`config.mk`:
```
export PLATFORM = sky130hd
export DESIGN_NAME = jt900h_udma
export DESIGN_NICKNAME = d
export VERILOG_FILES = /design/src/rtl/jt900h_udma.sv
export SDC_FILE = /design/constraint.sdc
export NUM_CORES = 1
export LEC_CHECK = 0
export CAP_MARGIN = 10
export CORE_MARGIN = 2
export CORE_UTILIZATION = 50
export CTS_BUF_LIST = sky130_fd_sc_hd__clkbuf_4 sky130_fd_sc_hd__clkbuf_8
export DETAILED_ROUTE_END_ITERATION = 7
export PLACE_DENSITY = 0.65
export SLEW_MARGIN = 25
export SYNTH_ARGS = -nofsm -noshare
export SYNTH_HDL_FRONTEND = slang
export SYNTH_SLANG_ARGS = --single-unit
```
`constraint.sdc`:
```
create_clock -name clk -period 4.5 [get_ports clk]
set_input_delay 1.125 -clock clk [delete_from_list [all_inputs] [get_ports clk]]
set_output_delay 1.125 -clock clk [all_outputs]
set_load 0.01 [all_outputs]
```
`src/rtl/jt900h_udma.sv`:
```
// Micro-DMA control-register file and four-channel fixed-priority arbiter for the 900H core.
// Registers are read combinationally; grants, requests and end-of-block pulses are registered.
module jt900h_udma #(
    parameter int NCH = 4
) (
    input  logic        clk,
    input  logic        rst,
    input  logic        cen,
    input  logic [7:0]  cra,
    input  logic [31:0] crin,
    input  logic        crwe,
    input  logic        bs,
    input  logic        ws,
    output logic [31:0] crout,
    input  logic [3:0]  trg,
    input  logic        dma_xfer,
    input  logic        dma_done,
    output logic        dma_req,
    output logic [1:0]  dmach,
    output logic [3:0]  dma_end
);

    typedef enum logic [0:0] {IDLE = 1'b0, BUSY = 1'b1} state_t;

    logic [31:0] dmas_r [0:NCH-1];
    logic [31:0] dmad_r [0:NCH-1];
    logic [15:0] dmac_r [0:NCH-1];
    logic [7:0]  dmam_r [0:NCH-1];

    logic [3:0]  pending_r, pending_nx_s, clr_s, end_nx_s, be_s;
    logic [31:0] rword_s, wdata_s, merged_s;
    logic [1:0]  dmach_nx_s;
    logic        req_nx_s;
    state_t      state_r, state_nx_s;

    // Replace the enabled byte lanes of a word with the new data
    function automatic logic [31:0] merge_bytes(input logic [31:0] old_w,
                                                input logic [31:0] new_w,
                                                input logic [3:0]  be);
        logic [31:0] res;
        res = old_w;
        for (int i = 0; i < 4; i++) begin
            if (be[i]) res[8*i +: 8] = new_w[8*i +: 8];
        end
        return res;
    endfunction

    // Lowest set bit wins: channel 0 has highest priority
    function automatic logic [1:0] lowest_ch(input logic [3:0] p);
        logic [1:0] ch;
        ch = 2'd0;
        for (int i = 3; i >= 0; i--) begin
            if (p[i]) ch = 2'(i);
        end
        return ch;
    endfunction

    // Addressed 32-bit word, unshifted; DMAM sits above DMAC in the third bank
    always_comb begin
        rword_s = 32'd0;
        case (cra[7:4])
            4'h0:    rword_s = dmas_r[cra[3:2]];
            4'h1:    rword_s = dmad_r[cra[3:2]];
            4'h2:    rword_s = {8'd0, dmam_r[cra[3:2]], dmac_r[cra[3:2]]};
            default: rword_s = 32'd0;
        endcase
        crout = rword_s >> {cra[1:0], 3'b000};
    end

    // Steer right-aligned write data onto the byte lanes selected by size and address
    always_comb begin
        be_s    = 4'b0000;
        wdata_s = crin;
        if (bs) begin
            be_s    = 4'b0001 << cra[1:0];
            wdata_s = {4{crin[7:0]}};
        end else if (ws) begin
            be_s    = cra[1] ? 4'b1100 : 4'b0011;
            wdata_s = {2{crin[15:0]}};
        end else begin
            be_s    = 4'b1111;
            wdata_s = crin;
        end
        merged_s = merge_bytes(rword_s, wdata_s, be_s);
    end

    // Register file; lane 3 of the count/mode word has no storage and is dropped
    always_ff @(posedge clk) begin
        if (rst) begin
            for (int i = 0; i < NCH; i++) begin
                dmas_r[i] <= 32'd0;
                dmad_r[i] <= 32'd0;
                dmac_r[i] <= 16'd0;
                dmam_r[i] <= 8'd0;
            end
        end else if (cen && crwe) begin
            case (cra[7:4])
                4'h0: dmas_r[cra[3:2]] <= merged_s;
                4'h1: dmad_r[cra[3:2]] <= merged_s;
                4'h2: begin
                    dmac_r[cra[3:2]] <= merged_s[15:0];
                    dmam_r[cra[3:2]] <= merged_s[23:16];
                end
                default: ;
            endcase
        end
    end

    // Arbiter next state; completion inputs only matter while a channel is granted
    always_comb begin
        state_nx_s = state_r;
        dmach_nx_s = dmach;
        req_nx_s   = dma_req;
        end_nx_s   = 4'b0000;
        clr_s      = 4'b0000;
        case (state_r)
            IDLE: begin
                if (pending_r != 4'b0000) begin
                    state_nx_s = BUSY;
                    req_nx_s   = 1'b1;
                    dmach_nx_s = lowest_ch(pending_r);
                end else begin
                    req_nx_s   = 1'b0;
                end
            end
            BUSY: begin
                if (dma_xfer || dma_done) begin
                    state_nx_s = IDLE;
                    req_nx_s   = 1'b0;
                    clr_s      = 4'b0001 << dmach;
                    if (dma_done) end_nx_s = 4'b0001 << dmach;
                    else          end_nx_s = 4'b0000;
                end else begin
                    req_nx_s   = 1'b1;
                end
            end
            default: begin
                state_nx_s = IDLE;
                req_nx_s   = 1'b0;
            end
        endcase
        // a fresh trigger beats a same-cycle clear
        pending_nx_s = (pending_r & ~clr_s) | trg;
    end

    // Arbiter state and registered outputs, frozen while cen is low
    always_ff @(posedge clk) begin
        if (rst) begin
            state_r   <= IDLE;
            pending_r <= 4'b0000;
            dma_req   <= 1'b0;
            dmach     <= 2'd0;
            dma_end   <= 4'b0000;
        end else if (cen) begin
            state_r   <= state_nx_s;
            pending_r <= pending_nx_s;
            dma_req   <= req_nx_s;
            dmach     <= dmach_nx_s;
            dma_end   <= end_nx_s;
        end
    end

endmodule

```
==> results.txt <==
- The flow ran to the end, but the final reports show violations.
* Violations in the final reports: setup timing
- 91 I/O pins were placed.
* Depth of the most critical reg-to-reg path: 5
* Global placer's final weighted congestion: 0.9292
- CTS tree: built
* Antenna violation net count after detailed routing: 0
- The worst setup path is launched from an input pin.
* Detailed-route via count: 11962
* Slew margin rel.: 42.43%
- Power Dens Cells: 367.4 nW/um2
- Global routing consumed, on the met3 layer, 7.878% of the routing resources.
- In the post-route analysis, the smallest setup slack over all paths is -8.198 ps.
- Syn. warnings: 0
- Number of pins exceeding their max-slew limit in the final report: 0
- Finish-stage setup viols: 1
* Share of final-layout standard cells stronger than drive strength 1: 27.69%
* Largest fanout of any net on the critical path: 14
- Detailed placement ended at an HPWL of 32880 um.
* Count of distinct cell types in the synthesized netlist: 48
* Netlist area before placement: 17090 um2
- Largest net degree at the start of global routing: 33
- Summing the areas of all compound-gate instances in the mapped netlist gives 7.915% of the synthesized area.
- The final number of hold-violating endpoints was 0.
- Nets@finish: 1483
- The die is 188.9 um tall.
- The worst setup path is captured at a primary output.
- Hold WC Path Type: reg -> reg
- EDFF count, synth: 352
- Compared with the post-synthesis result, the final layout area differs by 21.97%.
* Adder and majority cell fraction of the synthesized area: 0%
- H-tree level count: 2
- Wire length of the first global-routing pass: 77850 um
- By area, the combinational part of the netlist is dominated by multiplexers.
- Max-cap violations in this run came to 0.
- M2 GR Usage: 46.69%
- Routed wire length per instance: 27.45 um
- Worst vdd rail ir drop: 0.0003084 V
* Buffer depth of the longest clock path: 3
- Along the worst hold path, the cell count comes to 2.
- Sinks on the clock net: 363
- The completed layout was analyzed and its total power is 7659 uW.
- The die covers 35670 um2.
- The largest single stage delay on the critical path is 540 ps.
- The initialized floorplan defines 67 standard-cell rows.
- Dividing the final minimum period by the clock period gives 100.2%.
- Summing all non-filler instances in the final layout gives an area of 20840 um2.
- The sequential cells in the finished layout cover a total of 10790 um2.
- The number of nets in the synthesized netlist is 1294.
* Fraction of synthesis flops using an asynchronous set or reset pin: 0%
- Portion of the post-synthesis area used by sequential elements: 63.14%
- Routing usage on met1: 40.76%
* Setup repair after global routing missed its margin: true
- The via count of the first global-routing pass was 12103.
* Xor and xnor area share after synthesis: 0%
- The signal on the critical path passes through buf_16, buf_12, mux4_2, a22oi_1, a32o_1, nor3_2, buf_4, clkdlybuf4s50_1.
* Floorplan core area: 33620 um2
- Number of synthesized register bits: 363
- Total clock buffers created by CTS: 60
- OpenSTA, run right after detailed placement, puts the worst setup slack at -535.3 ps.
- Among all flip-flop cells after synthesis, the most frequent one is sky130_fd_sc_hd__edfxtp_1.
- Clock-pin slew was measured on the worst setup and hold paths at 60 ps.
* Grt total ovfl: 0
- Final Routed Wirelength: 52860 um
- Highest attainable clock frequency: 221.8 MHz
* Post-place instance area: 19320 um2
- Basic-gate share of the synthesized area counting and, or, nand and nor cells: 11.91%
- Cell Count Post-Placement: 1807
* WP data arrival: 3380 ps
- Summing all multi-input logic gate instances after layout gives 5901 um2.
* All-Layer GR Usage: 30.05%
* Effective utilization at floorplan: 50.84%
- Crit Path Class: in -> out
* Clock root buffer: sky130_fd_sc_hd__clkbuf_8
* Worst path slowest cell: sky130_fd_sc_hd__mux4_2
- Post-synthesis area per instance: 13.76 um2
* Transition time of the tightest slew-check pin: 863.6 ps
* Die boundary width: 188.9 um
* Static Leakage: 0.007723 uW
* Insertion delay of the later-clocked pin in the worst-skew pair: 650 ps
- Filler cell count in the final layout: 2599
- Data on the critical path is required at its endpoint by 3380 ps.
- Total of buffers placed on input and output ports: 90
* Worst Skew: 45.14 ps
- The global routing stage identified its most utilized layer as met2.
* Via/cell ratio: 6.211
- Share of cell area taken by muxes after synthesis: 13.59%
* Minimum clock period: 4508 ps
* Count of placed standard cells in the final layout, fillers left out: 1926
- Number of optimization iterations in the first detailed-route pass: 5
* Synthesized netlist cell count: 1242
- The initial antenna violation count came to 1.
- DRC viols: 0
* Number of DRC violations after detailed-routing iteration 0: 1613
- For this design, the CTS-stage hold fixing added 0 buffers.
[worst max-delay path, delay by kind of cell]
| kind | cells | cell delay [ps] |
|---|---|---|
| simple gates | 1 | 60 |
| buf+inv | 4 | 940 |
| mux | 1 | 540 |
| compound gates | 2 | 700 |
[cell usage in the layout (no fill, tap or decap), types with 13 or more instances in the layout]
cell type and n:
sky130_fd_sc_hd__o21ai_0 17, sky130_fd_sc_hd__clkbuf_4 23, sky130_fd_sc_hd__mux4_2 88, sky130_fd_sc_hd__nor2_1 371, sky130_fd_sc_hd__a22o_1 34, sky130_fd_sc_hd__nand2_1 34
sky130_fd_sc_hd__clkbuf_8 60, sky130_fd_sc_hd__clkinv_1 14, sky130_fd_sc_hd__edfxtp_1 352, sky130_fd_sc_hd__mux2_2 15, sky130_fd_sc_hd__clkdlybuf4s50_1 70, sky130_fd_sc_hd__mux2i_1 16
sky130_fd_sc_hd__nor3_1 24, sky130_fd_sc_hd__a22oi_1 13, sky130_fd_sc_hd__buf_12 17, sky130_fd_sc_hd__buf_4 128
[layout make-up]
cell class	instances	area share, %
antenna	1	0.01201
clock buffer	83	4.790
clock inverter	25	0.8825
inverter	8	0.1441
multi-input combinational	760	28.31
sequential	363	51.77
tap	448	2.689
timing repair buffer	238	11.40
[cell families (layout without fill, tap and decap cells)]
kind of cell	Yosys count	count (layout)
AND/OR/NAND/NOR	481	481
other	0	1
multiplexers	120	120
AO/OA/AOI/OAI	159	159
buffers and inverters	119	354
flip-flops	363	363
[path summary, 6_finish.rpt]
check        slack (ps)                        start                         end
max                  -8                       cra[2]                    crout[4]
min                 510      dma_end[0]$_SDFFE_PP0P_     dma_end[0]$_SDFFE_PP0P_
max reg2reg        2160  dmad_r[2][19]$_SDFFCE_PN0P_  dmam_r[0][3]$_SDFFCE_PN0P_
min reg2reg         510      dma_end[0]$_SDFFE_PP0P_     dma_end[0]$_SDFFE_PP0P_
[metal layers]
| metal | vias to the layer above | part of all wire (%) | routed length, um |
|---|---|---|---|
| li1 | 5072 | - | - |
| met1 | 6003 | 39 | 20440 |
| met2 | 760 | 46 | 24560 |
| met3 | 125 | 11 | 6076 |
| met4 | 2 | 3.2 | 1708 |
| met5 | - | 0.15 | 79 |
[timing repair]
action	4_1_cts	5_1_grt
setup endpoints to repair	31	17
cloned	3	1
endpoints found under the hold margin	0	0
gates resized for setup	28	27
pin swaps	3	3
setup buffers	4	2
[synthesized netlist by cell type, types with 2 or more instances]
cell | count | area [um2]
sky130_fd_sc_hd__nand4_1 | 9 | 56.30
sky130_fd_sc_hd__a22o_1 | 40 | 350.3
sky130_fd_sc_hd__and2_1 | 12 | 75.07
sky130_fd_sc_hd__a21o_1 | 4 | 30.03
sky130_fd_sc_hd__o22ai_2 | 3 | 37.54
sky130_fd_sc_hd__nand2_1 | 34 | 127.6
sky130_fd_sc_hd__o31ai_4 | 7 | 148.9
sky130_fd_sc_hd__o31ai_1 | 5 | 37.54
sky130_fd_sc_hd__inv_1 | 8 | 30.03
sky130_fd_sc_hd__a32o_1 | 8 | 80.08
sky130_fd_sc_hd__buf_4 | 16 | 120.1
sky130_fd_sc_hd__o2bb2ai_1 | 11 | 96.34
sky130_fd_sc_hd__o21bai_1 | 7 | 52.55
sky130_fd_sc_hd__nor3_1 | 26 | 130.1
sky130_fd_sc_hd__a211oi_1 | 12 | 90.09
sky130_fd_sc_hd__o21ai_0 | 18 | 90.09
sky130_fd_sc_hd__nor4b_4 | 2 | 47.55
sky130_fd_sc_hd__nand2b_1 | 9 | 56.30
sky130_fd_sc_hd__o22ai_1 | 5 | 31.28
sky130_fd_sc_hd__buf_6 | 4 | 45.04
sky130_fd_sc_hd__a211o_1 | 2 | 17.52
sky130_fd_sc_hd__mux2i_1 | 16 | 160.2
sky130_fd_sc_hd__buf_2 | 42 | 210.2
sky130_fd_sc_hd__a22oi_1 | 16 | 120.1
sky130_fd_sc_hd__clkbuf_1 | 41 | 153.9
sky130_fd_sc_hd__nor2_1 | 373 | 1400
sky130_fd_sc_hd__edfxtp_1 | 352 | 10570
sky130_fd_sc_hd__mux4_2 | 88 | 1982
sky130_fd_sc_hd__dfxtp_1 | 11 | 220.2
sky130_fd_sc_hd__or2_1 | 2 | 12.51
sky130_fd_sc_hd__mux2_2 | 15 | 168.9
sky130_fd_sc_hd__a21oi_1 | 6 | 30.03
sky130_fd_sc_hd__or3b_2 | 9 | 78.83
sky130_fd_sc_hd__a32oi_1 | 6 | 52.55
sky130_fd_sc_hd__buf_1 | 8 | 30.03
sky130_fd_sc_hd__a2bb2o_1 | 2 | 20.02
sky130_fd_sc_hd__o221a_1 | 2 | 22.52
[per-stage QoR]
stage / util, % / hold WS [ps] / TNS (ps)
CTS: 61.61 / 507.6 / 0
global route: 62.00 / 534.8 / -13.51
global placement: 57.45 / 479.8 / -5514
detailed placement: 57.47 / 481.6 / -6127
floorplan: - / 461.2 / 0
finish: 62.00 / 508.3 / -8.198
[where the power goes]
| part | switching (uW) | internal (uW) | total (uW) |
|---|---|---|---|
| registers | 37.0 | 3820 | 3860 |
| logic | 539 | 375 | 914 |
| clock network | 1340 | 1550 | 2890 |
| total | 1910 | 5740 | 7660 |
[registers in the layout, summed over array words and instances, names as in the netlist]
register / flops
dmad_r: 128
dmas_r: 128
dmac_r: 64
dmam_r: 32
dma_end: 4
pending_r: 4
dmach: 2
state_r: 1
Power figures use the tool's default switching activity.
==> patch 1 (same settings) <==
`NCH`: 4 -> 3.
--- a/src/rtl/jt900h_udma.sv
+++ b/src/rtl/jt900h_udma.sv
@@ -2,5 +2,5 @@
 // Registers are read combinationally; grants, requests and end-of-block pulses are registered.
 module jt900h_udma #(
-    parameter int NCH = 4
+    parameter int NCH = 3
 ) (
     input  logic        clk,
Function: changed (a bounded check fails within 4 cycles, from zero or initial values and one cycle with rst high).
==> patch 1 against the unedited design <==
  * Non-clock buffer count grew 19
  * Die area decreased by 2.0%
  * Total power fell by 0.69%
  * Largest cell class unchanged
  * Sequential cell count unchanged
  * Routed wire length down 5.4%
  * Clock power increased by 1%
  * Sequential share of layout area increased by 0.55 points
  * Cell area shrank 1.1%
  * Final cell count fell by 3.8%
  * Synthesized area shrank 2.0%
  * Largest power group unchanged
  * Combinational power fell by 8.1%
  * Worst setup slack better by 0.063 ns
==> patch 1: results (changes against the unedited design) <==
Top area cells in the synthesized netlist = edfxtp_1, mux4_2, nor2_1 (unchanged)
Initial antenna violation count = 0 (was 1)
Vias in the first global route = 11590 (was 12100)
Dpl cells = 1737 (was 1807)
Internal power = 5.801 mW (was 5.744 mW)
# diodes = 0 (was 1)
Final ANT Viol Nets = 0 (unchanged)
Top Layer Used = met4 (was met5)
Avg Inst Size Synth = 14.90 um^2 (was 13.76 um^2)
Clk_lat worst skew = 0.61 ns (was 0.65 ns)
Fraction of layout cells with a size suffix above 1 = 30.27% (was 27.69%)
Detailed-route via count = 11350 (was 11960)
Cell depth of the worst min-delay path = 2 (unchanged)
Worst R2R Start = dmad_r[3][15]$_DFFE_PP_ (was dmad_r[2][19]$_SDFFCE_PN0P_)
Met2 usage = 44.40% (was 46.69%)
Max FO, Critical Path = 7 (was 14)
Clock share of power = 38.6% (was 37.7%)
Grt met3 use = 8.105% (was 7.878%)
Met1 usage = 39.52% (was 40.76%)
CTS buffer count = 58 (was 60)
Wire per inst = 27.01 um (was 27.45 um)
Final Net Count = 1414 (was 1483)
Critical Path Sink = crout[15] (was crout[4])
R2r setup slk = 2.29 ns (was 2.16 ns)
P per Cell Area = 368.8 mW/mm^2 (was 367.4 mW/mm^2)
First-pass GRT wire length = 73.35 mm (was 77.85 mm)
Most frequent cells after synthesis = edfxtp_1, nor2_1, mux4_2 (was nor2_1, edfxtp_1, mux4_2)
Iter 0 DRT Violations = 1315 (was 1613)
Max VDD drop = 0.2672 mV (was 0.3084 mV)
Clock Skews = 0.01853 ns (was 0.04514 ns)
Critical path's slowest cell = clkdlybuf4s50_1 (was mux4_2)
GRT Overall Usage = 28.77% (was 30.05%)
Final wirelength = 50.01 mm (was 52.86 mm)
Post-Syn Nets = 1176 (was 1294)
Post-DP Area = 0.01922 mm^2 (was 0.01932 mm^2)
Worst-Margin Slew = 0.6478 ns (was 0.8636 ns)
Leak = 7.597 nW (was 7.723 nW)
GP Congestion = 0.8616 (was 0.9292)
DR WL met2 = 22.75 mm (was 24.56 mm)
Worst path max stage delay = 0.40 ns (was 0.54 ns)
Detailed placement HPWL = 32.12 mm (was 32.88 mm)
Crit path DAT = 3.32 ns (was 3.38 ns)
Fillers = 2564 (was 2599)
R2r endpoint = dmas_r[3][15]$_DFFE_PP_ (was dmam_r[0][3]$_SDFFCE_PN0P_)
Period utilisation layout = 98.79% (was 100.2%)
Crit path launch = cra[6] (was cra[2])
Metal3 WL = 6.185 mm (was 6.076 mm)
Post-synth cell types = 51 (was 48)
Status = finished, final reports clean (was finished, violations left)
-- patch 1: changes by cell type after synthesis, moves of 10 or more --
cell       delta
nand2_1      -14
buf_2        -28
inv_1        +21
a22oi_1      -13
a21oi_1      +10
o2bb2ai_1    -11
nor3_1       +46
buf_4        -15
nor2_1      -154
-- patch 1: worst min path at each step --
stage                              start                         to  slack [ns]
2_1_floorplan  pending_r[2]$_SDFFE_PP0P_  pending_r[2]$_SDFFE_PP0P_        0.47
5_1_grt        pending_r[2]$_SDFFE_PP0P_  pending_r[2]$_SDFFE_PP0P_        0.53
6_report         dma_end[3]$_SDFFE_PP0P_    dma_end[3]$_SDFFE_PP0P_        0.49
4_1_cts          dma_end[3]$_SDFFE_PP0P_    dma_end[3]$_SDFFE_PP0P_        0.49
3_3_place_gp     dma_end[3]$_SDFFE_PP0P_    dma_end[3]$_SDFFE_PP0P_        0.47
3_5_place_dp     dma_end[3]$_SDFFE_PP0P_    dma_end[3]$_SDFFE_PP0P_        0.48
-- patch 1: what timing repair did --
item / 4_1_cts / 5_1_grt
cloned: 2 / 0
setup endpoints to repair: 30 / 12
pin swaps: 5 / 4
gates resized for setup: 46 / 13
endpoints found under the hold margin: 0 / 0
buffers inserted: 8 / 2
-- patch 1: area by class of cell --
class | count | share of cell area (%)
clock buffers | 78 | 4.629
well taps | 448 | 2.718
multi-input cells | 652 | 27.17
repair buffers | 257 | 11.52
flip-flops and latches | 363 | 52.32
inverters | 30 | 0.5460
clock inverters | 24 | 1.098
-- patch 1: cells by family after synthesis --
| group | Yosys count | share of synthesized area [%] |
|---|---|---|
| muxes | 118 | 13.74 |
| buffers and inverters | 109 | 2.802 |
| DFF | 363 | 64.43 |
| and+or+nand+nor | 380 | 10.68 |
| AOI/OAI and AO/OA | 154 | 8.353 |
==> patch 2 (same flow settings) <==
Without the edit above. Add an input register stage for `dma_xfer`, cleared by the reset; this delays it by one clock. The other inputs are not delayed to match.
--- a/src/rtl/jt900h_udma.sv
+++ b/src/rtl/jt900h_udma.sv
@@ -22,4 +22,14 @@
 
     typedef enum logic [0:0] {IDLE = 1'b0, BUSY = 1'b1} state_t;
+
+    logic dma_xfer_q;
+
+    always_ff @(posedge clk) begin
+        if (rst) begin
+            dma_xfer_q <= '0;
+        end else begin
+            dma_xfer_q <= dma_xfer;
+        end
+    end
 
     logic [31:0] dmas_r [0:NCH-1];
@@ -125,5 +135,5 @@
             end
             BUSY: begin
-                if (dma_xfer || dma_done) begin
+                if (dma_xfer_q || dma_done) begin
                     state_nx_s = IDLE;
                     req_nx_s   = 1'b0;
Formal check against the unedited RTL: not equivalent (Yosys sat finds a counterexample within 4 cycles, from zero or initial values and one cycle with rst high).
==> patch 2 against the unedited design <==
  * Worst setup slack improved by 0.062 ns
  * Sequential power about the same
  * Synthesized area increased by 0.16%
  * Highest routed layer is now met4
  * Clock skew decreased by 0.014 ns
  * Total power decreased by 1.5%
  * Die area increased by 0.16%
  * Routed wire length decreased by 3.0%
  * Cell area decreased by 1.2%
  * First-iteration DRC count decreased by 8.2%
  * Clock power decreased by 3%
  * Via count decreased by 0.90%
  * Sequential cell count increased by 1
  * Combinational power decreased by 3.7%
==> patch 2: results (changes against the unedited design) <==
Sequential Area = 0.01081 mm^2 (was 0.01079 mm^2)
Post-Syn Nets = 1295 (was 1294)
GP Congestion = 0.9439 (was 0.9292)
Pre-Repair DR Iteration Count = 7 (was 5)
Fillers = 2590 (was 2599)
Clock Skews = 0.03133 ns (was 0.04514 ns)
Switching Fraction = 24.77% (was 24.99%)
Max FO, Critical Path = 7 (was 14)
Status = finished, final reports clean (was finished, violations left)
Final clock-cell share = 5.596% (was 5.673%)
# diodes = 0 (was 1)
Worst-Margin Slew = 0.8977 ns (was 0.8636 ns)
Signal buffers = 240 (was 238)
First-pass GRT wire length = 75.44 mm (was 77.85 mm)
Sequential fraction of the synthesis area = 63.16% (was 63.14%)
Crit path launch = cra[6] (was cra[2])
Top area cells in the synthesized netlist = edfxtp_1, mux4_2, nor2_1 (unchanged)
Startpoint of the lowest-slack hold path = dma_end[3]$_SDFFE_PP0P_ (was dma_end[0]$_SDFFE_PP0P_)
CTS buffer count = 56 (was 60)
P_clk = 2.80 mW (was 2.89 mW)
Dpl ws = -0.5000 ns (was -0.5353 ns)
Sinks on Clock Net = 364 (was 363)
Clk_lat worst skew = 0.63 ns (was 0.65 ns)
Met1 usage = 42.06% (was 40.76%)
Area of the multi-input gates = 0.005847 mm^2 (was 0.005901 mm^2)
Post-synthesis mux area share = 13.57% (was 13.59%)
Final Net Count = 1482 (was 1483)
Met2 usage = 44.77% (was 46.69%)
Most frequent cells after synthesis = nor2_1, edfxtp_1, mux4_2 (unchanged)
Synth Area in Compound Gates = 7.946% (was 7.915%)
-- patch 2: kinds of logic after synthesis --
family                 after synthesis
buffers and inverters              119
muxes                              120
AOI/OAI and AO/OA                  160
DFF                                364
and+or+nand+nor                    480
-- patch 2: path summary, 6_finish.rpt --
check                                              endpoint  slack [ns]  cells after the start
worst max register to register  dmad_r[2][21]$_SDFFCE_PN0P_        2.11                      5
worst max-delay path                              crout[12]        0.05                     10
worst min-delay path                dma_end[3]$_SDFFE_PP0P_        0.48                      2
worst min register to register      dma_end[3]$_SDFFE_PP0P_        0.48                      2
-- patch 2: through the flow --
| step | cell area [um^2] | cells |
|---|---|---|
| floorplan | 17120 | 1243 |
| global placement | 19370 | 1815 |
| detailed placement | 19370 | 1815 |
| CTS | 20600 | 1926 |
| global route | 20590 | 1926 |
| finish | 20590 | 1926 |
-- patch 2: layer usage --
layer	part of all wire, %	vias to the layer above
met2	47	680
met3	11	75
met1	41	6027
met4	1.8	0
li1	-	5072
met5	0	-
